**src/rtl/scan_pkg.sv**
```systemverilog
// Shared types and constants for the raster-scan axis counters.
// Pure declarations: no latency, no flow control.
// The engine and top level instantiate the X/Y counters from these constants.
package scan_pkg;

    typedef enum logic [1:0] {
        IDLE = 2'd0,
        RUN  = 2'd1,
        DONE = 2'd2
    } axis_state_t;

    localparam int SCAN_WIDTH  = 12;
    localparam int NEAR_LEAD_X = 1;
    localparam int NEAR_LEAD_Y = 0;

endpackage

```
**src/rtl/scan_axis_counter.sv**
```systemverilog
// Per-axis position counter answering the raster engine's start/enable handshake.
// Latency: every output is registered and updates one cycle after the sampled inputs.
// Backpressure: enable low stalls the count; enable outside a run only flags overrun.
import scan_pkg::*;

module scan_axis_counter #(
    parameter int WIDTH     = SCAN_WIDTH,
    parameter int NEAR_LEAD = NEAR_LEAD_X
) (
    input  logic             clk,
    input  logic             rst,
    input  logic             start_i,
    input  logic             enable_i,
    input  logic [WIDTH-1:0] length_i,
    output logic [WIDTH-1:0] count_o,
    output logic             near_end_o,
    output logic             last_o,
    output logic             active_o,
    output logic             done_o,
    output logic             overrun_o
);

    localparam logic [WIDTH-1:0]        ONE    = WIDTH'(1);
    localparam logic signed [WIDTH+1:0] LEAD_S = (WIDTH+2)'(NEAR_LEAD + 1);

    axis_state_t      state_q, state_d;
    logic [WIDTH-1:0] count_q, count_d;
    logic [WIDTH-1:0] len_q, len_d;
    logic             near_q, near_d;
    logic             last_q, last_d;
    logic             active_q, active_d;
    logic             done_q, done_d;
    logic             overrun_q, overrun_d;

    logic [WIDTH-1:0] len_load;
    logic [WIDTH-1:0] count_inc;
    logic [WIDTH-1:0] len_m1;

    // Threshold len-1-NEAR_LEAD is evaluated two bits wider and signed so
    // runs shorter than the lead go negative instead of wrapping.
    function automatic logic near_at(input logic [WIDTH-1:0] cnt,
                                     input logic [WIDTH-1:0] len);
        logic signed [WIDTH+1:0] thr;
        thr = $signed({2'b00, len}) - LEAD_S;
        return $signed({2'b00, cnt}) >= thr;
    endfunction

    assign len_load  = (length_i == '0) ? ONE : length_i;
    assign count_inc = count_q + ONE;
    assign len_m1    = len_q - ONE;

    always_comb begin
        state_d   = state_q;
        count_d   = count_q;
        len_d     = len_q;
        near_d    = near_q;
        last_d    = last_q;
        active_d  = active_q;
        done_d    = 1'b0;
        overrun_d = overrun_q;

        if (start_i) begin
            // A start on the last enabled position is the seamless wrap: no done.
            state_d   = RUN;
            count_d   = '0;
            len_d     = len_load;
            near_d    = near_at('0, len_load);
            last_d    = (len_load == ONE);
            active_d  = 1'b1;
            overrun_d = 1'b0;
        end else begin
            case (state_q)
                RUN: begin
                    if (enable_i) begin
                        if (count_q == len_m1) begin
                            state_d  = DONE;
                            near_d   = 1'b0;
                            last_d   = 1'b0;
                            active_d = 1'b0;
                            done_d   = 1'b1;
                        end else begin
                            count_d = count_inc;
                            near_d  = near_at(count_inc, len_q);
                            last_d  = (count_inc == len_m1);
                        end
                    end
                end
                IDLE, DONE: begin
                    if (enable_i) begin
                        overrun_d = 1'b1;
                    end
                end
                default: begin
                    state_d = IDLE;
                end
            endcase
        end
    end

    always_ff @(posedge clk) begin
        if (rst) begin
            state_q   <= IDLE;
            count_q   <= '0;
            len_q     <= ONE;
            near_q    <= 1'b0;
            last_q    <= 1'b0;
            active_q  <= 1'b0;
            done_q    <= 1'b0;
            overrun_q <= 1'b0;
        end else begin
            state_q   <= state_d;
            count_q   <= count_d;
            len_q     <= len_d;
            near_q    <= near_d;
            last_q    <= last_d;
            active_q  <= active_d;
            done_q    <= done_d;
            overrun_q <= overrun_d;
        end
    end

    assign count_o    = count_q;
    assign near_end_o = near_q;
    assign last_o     = last_q;
    assign active_o   = active_q;
    assign done_o     = done_q;
    assign overrun_o  = overrun_q;

endmodule

```
**config.mk**
```make
export PLATFORM = sky130hd
export DESIGN_NAME = scan_axis_counter
export DESIGN_NICKNAME = d
export VERILOG_FILES = /design/src/rtl/scan_pkg.sv /design/src/rtl/scan_axis_counter.sv
export SDC_FILE = /design/constraint.sdc
export NUM_CORES = 1
export LEC_CHECK = 0
export BUFFER_PORTS_ARGS = -buffer_cell sky130_fd_sc_hd__buf_2
export CAP_MARGIN = 0
export CORE_ASPECT_RATIO = 0.8
export CORE_MARGIN = 2
export CORE_UTILIZATION = 53
export DETAILED_ROUTE_END_ITERATION = 8
export PLACE_DENSITY = 0.77
export SYNTH_ARGS = -nofsm -noshare
export SYNTH_HDL_FRONTEND = slang
export SYNTH_SLANG_ARGS = --single-unit
```
**constraint.sdc**
```tcl
create_clock -name clk -period 2.6 [get_ports clk]
set_clock_uncertainty 0.1 [all_clocks]
set_input_delay 0.26 -clock clk [delete_from_list [all_inputs] [get_ports clk]]
set_output_delay 0.26 -clock clk [all_outputs]
set_load 0.01 [all_outputs]
```
Word-level counts from Yosys, hierarchy flattened
Index checks and enable logic that the tools add are counted.
{"block": "op_classes", "add_sub_neg": 4, "n_reduce_logical": 14, "bitwise_logic": 4, "magnitude_cmp": 2, "mux": 18, "eq_ne": 10}
{"cell": "subtractor 12 x 2 -> 13 bit (second input constant)", "n": 2}
{"cell": "equality test 12 bit", "n": 2}
{"cell": "two-way mux 1 bit", "n": 14}
{"cell": ">= comparator 1 x 13 -> 1 bit (first input constant)", "n": 1}
{"cell": ">= comparator 13 bit", "n": 1}
{"cell": "adder 12 x 1 -> 12 bit (second input constant)", "n": 1}
{"cell": "equality test 12 x 1 -> 1 bit (second input constant)", "n": 1}
{"cell": "zero test 12 bit", "n": 1}
{"cell": "two-way mux 12 bit", "n": 1}
{"cell": "AND reduction 3 bit", "n": 4}
{"cell": "subtractor 12 x 1 -> 12 bit (second input constant)", "n": 1}
{"cell": "!= test 2 bit (second input constant)", "n": 3}
{"cell": "!= test 3 bit (second input constant)", "n": 2}
{"cell": "nonzero test 2 bit", "n": 3}
{"cell": "two-way mux 2 bit", "n": 2}
{"cell": "NOT 1 bit", "n": 4}
{"cell": "case mux 2 bit (2 select lines)", "n": 1}
{"cell": "AND reduction 2 bit", "n": 2}
{"cell": "OR reduction 2 bit", "n": 2}
{"cell": "OR reduction 4 bit", "n": 1}
{"cell": "equality test 2 x 1 -> 1 bit (second input constant)", "n": 1}
{"cell": "equality test 2 bit (second input constant)", "n": 1}
{"cell": "zero test 2 bit", "n": 1}
{"block": "word_totals", "register_bits": 31, "elab_cells": 61, "out_inout_bits": 17, "input_bits": 16}

Longest topological paths before layout
{"block": "depth", "ltp_word": 6, "mapped_depth": 13, "depth_no_buf": 12}

Least setup slack after synthesis
Ideal clock, no wire load.
{"block": "synth_path", "kind": "register -> register", "start": "reg count_q[2], in the netlist count_o[2]", "end": "reg near_q, in the netlist near_end_o", "stages_incl_launch_ff": 13, "t_arrival_ns": 2.425, "setup_ns": 0.131, "required_time_ns": 2.369, "synth_period_minus_slack_ns": 2.656, "slack_ns": -0.056, "n_path_buf": 1, "cell_sequence": "dfxtp_1 > clkbuf_1 > and4_1 > nand2_1 > xnor2_1 > ha_1 > nand3_1 > nor2_1 > o31a_1 > o21ai_0 > o311ai_0 > a41oi_1 > o31ai_1"}
{"block": "synth_via", "elab_chain_len": 6, "word_cells_on_any_way": 7, "classes_between": "1 x add/sub; 1 x order compare; 1 x eq/ne; 4 x mux"}
{"item": "from (decl)", "line": "scan_axis_counter.sv:27", "rtl": "logic [WIDTH-1:0] count_q, count_d;"}
{"item": "from (signal assigned)", "line": "scan_axis_counter.sv:112", "rtl": "count_q <= count_d;"}
{"item": "adder 12 x 1 -> 12 bit", "line": "scan_axis_counter.sv:49", "rtl": "assign count_inc = count_q + ONE;"}
{"item": "net count_inc[6]", "line": "scan_axis_counter.sv:36", "rtl": "logic [WIDTH-1:0] count_inc;"}
{"item": ">= comparator 13 bit", "line": "scan_axis_counter.sv:45", "rtl": "return $signed({2'b00, cnt}) >= thr;"}
{"item": "two-way mux 1 bit", "line": "scan_axis_counter.sv:75", "rtl": "if (count_q == len_m1) begin"}
{"item": "two-way mux 1 bit", "line": "scan_axis_counter.sv:74", "rtl": "if (enable_i) begin"}
{"item": "two-way mux 1 bit", "line": "scan_axis_counter.sv:72", "rtl": "case (state_q)"}
{"item": "two-way mux 1 bit", "line": "scan_axis_counter.sv:62", "rtl": "if (start_i) begin"}
{"item": "to (signal assigned)", "line": "scan_axis_counter.sv:114", "rtl": "near_q <= near_d;"}
{"item": "to (decl)", "line": "scan_axis_counter.sv:29", "rtl": "logic near_q, near_d;"}
The timed path passes the listed nets, and every way through them passes these cells. The select of a mux whose other input is x is not followed.
A chain may end at the register's enable or synchronous reset.

Worst setup path after layout
{"block": "layout_path", "start": "reg len_q[3]", "end": "reg near_q, in the netlist near_end_o"}
{"block": "layout_via", "elab_chain_len": 6, "word_cells_on_any_way": 8, "classes_between": "2 x add/sub; 1 x order compare; 1 x eq/ne; 4 x mux"}
{"item": "from (decl)", "line": "scan_axis_counter.sv:28", "rtl": "logic [WIDTH-1:0] len_q, len_d;"}
{"item": "from (signal assigned)", "line": "scan_axis_counter.sv:113", "rtl": "len_q <= len_d;"}
{"item": "subtractor 12 x 2 -> 13 bit / subtractor 12 x 1 -> 12 bit (equally long branches)", "line": "scan_axis_counter.sv:44, scan_axis_counter.sv:50"}
{"item": ">= comparator 13 bit / equality test 12 bit (equally long branches)", "line": "scan_axis_counter.sv:45, scan_axis_counter.sv:75"}
{"item": "two-way mux 1 bit (*)", "line": "scan_axis_counter.sv:75"}
{"item": "two-way mux 1 bit (*)", "line": "scan_axis_counter.sv:74"}
{"item": "two-way mux 1 bit (*)", "line": "scan_axis_counter.sv:72"}
{"item": "two-way mux 1 bit (*)", "line": "scan_axis_counter.sv:62"}
Mark *: on every way between the ends. The rest lies on a longest branch, timed or not. The select of a mux whose other input is x is not followed.

==> metrics.log <==
INFO  metric run_status = finished with violations
INFO  metric violations = setup timing
INFO  metric finalWeightedCongestion = just under 1
INFO  metric sequential_cell_area_fraction_in_the_yosys_report = 23.30%
INFO  metric fp.dieH = 67.41 um
INFO  metric initial_antenna_violation_count = 0
INFO  metric synthToLayoutAreaGrowth = 25.41%
INFO  metric ys_dominant_reg_cell = dfxtp_1
INFO  metric worst_hold_check_path_type = in2reg
INFO  metric path_class = reg2reg
INFO  metric n_fill_cell = about 400
INFO  metric vias = 2757
INFO  metric global_route.overflow_total = 0
INFO  metric ys_warn_count = 0
INFO  metric max-slew-margin-rel = 55.02%
INFO  metric place.detailed.hpwl = 5955 um
INFO  metric hold_ws = 0.1079 ns
INFO  metric route.detailed.vias_per_inst = 5.980
INFO  metric timing.critical_path.arrival = 2.70 ns
INFO  metric drv_slew = 0
INFO  metric fp-row-count = 23
INFO  metric design_power_total = about 1300 uW
INFO  metric layout.area.seq = between 600 and 700 um2
INFO  metric clock_root_buffer = clkbuf_8
INFO  metric clock_slew_at_reported_path_ffs = approximately 0.070 ns
INFO  metric final_cell_count_no_fill = 461
INFO  metric max_cap_viol_count = 0
INFO  metric post-synth-top-count-cell = xnor2_1
INFO  metric grt_start_max_net_pins = 23
INFO  metric multi_input_comb_area = 0.001964 mm2
INFO  metric worst_pin_slew = 0.6730 ns
INFO  metric number_of_nets_produced_by_synthesis = 365
INFO  metric detail_route.iter0.violations = 217
INFO  metric vdd_drop_max = 322.9 uV
INFO  metric post_synth.cell_area_avg = 8.024 um2
INFO  metric cts_htree_levels = 2
INFO  metric netlist_top_cells_area = dfxtp_1 23%, xnor2_1 11%, ha_1 8.0%
INFO  metric cts_max_path_buffers = 2
INFO  metric floorplan.die.width = about 83 um
INFO  metric end_kind = flip-flop
INFO  metric drtAntennaViolNets = 0
INFO  metric clock_insertion_delay_worst_skew = 0.30 ns
INFO  metric postSynthRegisterBits = 31
INFO  metric floorplan.die_area = ~0.0056 mm2
INFO  metric cts_sinks = 31
INFO  metric final_cycle_share = 100.4%
INFO  metric route.detailed.wl_per_inst = 16.96 um
INFO  metric routed_wl = 7818 um
INFO  metric grt_pass1_vias = 2423
INFO  metric syn-instance-count = between 300 and 400
INFO  metric drive_above_1_share = 28.57%
INFO  metric min_period = 2.611 ns
INFO  metric required_worst_endpoint = 2.69 ns
INFO  metric synth-edff-count = 0
INFO  metric cts_buffers = 5
INFO  metric tritoncts = done
INFO  metric p_leak = 0.001492 uW
INFO  metric report.final.setup_viol = 2
INFO  metric layout.nets = between 400 and 500
INFO  metric buffer_ports.inserted = 32
INFO  metric layout.core_utilization = about two thirds
INFO  metric drt_drc_violations_left = 0
INFO  metric number_of_library_cell_types_mapped_by_synthesis = 52
INFO  metric drt_pre_antenna_iters = 5
INFO  metric diodes = 0
INFO  metric final_hold_viol_count = 0
INFO  metric pd_cells = 388.0 mW/mm2
INFO  metric syn_area = 0.002664 mm2
INFO  metric synth_top_area_share = 23.30%
INFO  metric path_max_fanout = 5
INFO  metric design.core.area = 0.004921 mm2
INFO  metric synth_top_area_cell = dfxtp_1
INFO  metric finalSetupTns = -0.01723 ns
INFO  metric place.detailed.instances = 450
INFO  metric grt_setup_unrepaired = yes
INFO  metric number_of_placed_i_o_pins = 33
INFO  metric post_synth_most_frequent_cells = 34 x xnor2_1, 32 x nor2_1, 31 x dfxtp_1
INFO  metric grtUsageTotal = 28.60%
INFO  metric worst_setup_path_start_kind = flip-flop
INFO  metric layout_setup_ws = -0.01120 ns
INFO  metric grt_pass1_wl = 12390 um
INFO  metric fmax = 0.3830 GHz
INFO  metric postSynth.asyncResetShare = 0%
INFO  metric initial_utilization = 54.13%
[layer usage]
layer	vias up	wire length [um]	track usage [%]
met1	1287	3470	40.09
met4	0	94	10.25
met3	9	752	5.501
met5	-	0	0
met2	133	3501	44.25
li1	1328	-	-
[critical path: stages, from the launching register on]
cell     delay, ns
dfxtp_1       0.31
or4_4         0.59
nor3_4        0.18
nand2_1       0.10
nor2_1        0.12
xnor2_1       0.13
ha_1          0.26
a21o_1        0.16
a21oi_1       0.15
o41ai_1       0.11
a41oi_1       0.20
o31ai_1       0.08
[registers in the layout (all words and copies together), names as in the netlist]
register,flops
active_o,1
overrun_o,1
near_end_o,1
state_q,2
last_o,1
done_o,1
count_o,12
len_q,12
[per-stage QoR]
| stage | cell area, um2 | worst slack [ns] |
|---|---|---|
| 2_1_floorplan | 2676 | -0.02515 |
| 3_3_place_gp | 3167 | 0.03272 |
| 3_5_place_dp | 3167 | -0.04756 |
| 4_1_cts | 3263 | 0.01018 |
| 5_1_grt | 3341 | -0.1737 |
| 6_report | 3341 | -0.01120 |
[path summary, 6_finish.rpt]
path	startpoint	to	slack, ns	depth (start not counted)
setup / recovery	len_q[3]	near_end_o	-0.01	11
hold / removal	enable_i	state_q[0]	0.11	2
setup reg to reg	len_q[3]	near_end_o	-0.01	11
hold reg to reg	overrun_o	overrun_o	0.38	2
[cells by family after synthesis]
| family | count (synthesis) | share of synthesized area, % |
|---|---|---|
| AO/OA/AOI/OAI | 57 | 14.80 |
| XOR/XNOR | 51 | 16.77 |
| adder cells (fa/ha/maj) | 17 | 7.985 |
| buffers and inverters | 33 | 5.871 |
| flip-flops | 31 | 23.30 |
| multiplexers | 12 | 4.556 |
| AND/OR/NAND/NOR | 131 | 26.73 |
[placed cells by master (no fill, tap or decap), types with 11 or more instances in the layout]
cell	n
or4_1	13
mux2i_1	11
xnor2_1	32
ha_1	14
buf_4	51
dfxtp_1	28
nand2_1	27
nor3_1	11
xor2_1	17
a21oi_1	12
buf_2	32
nor2_1	31
[cell type report]
| cell class | instances | area share (%) |
|---|---|---|
| Clock buffer | 7 | 2.285 |
| Multi-Input combinational cell | 268 | 58.80 |
| Tap cell | 62 | 2.322 |
| Timing Repair Buffer | 84 | 16.85 |
| Sequential cell | 31 | 18.69 |
| Inverter | 8 | 0.8989 |
| Clock inverter | 1 | 0.1498 |
[repair_timing]
item | 4_1_cts | 5_1_grt
buffers inserted | 1 | 2
gates cloned | 0 | 0
pin swaps | 1 | 8
hold buffers | 0 | 0
endpoints found under the setup margin | 10 | 17
gates resized for setup | 2 | 20
[where the power goes]
part / switching, uW / internal (uW) / total, uW
registers: 12.2 / 490 / 502
logic: 224 / 187 / 410
clock network: 196 / 188 / 383
total: 431 / 865 / 1300
Power figures use the tool's default switching activity.
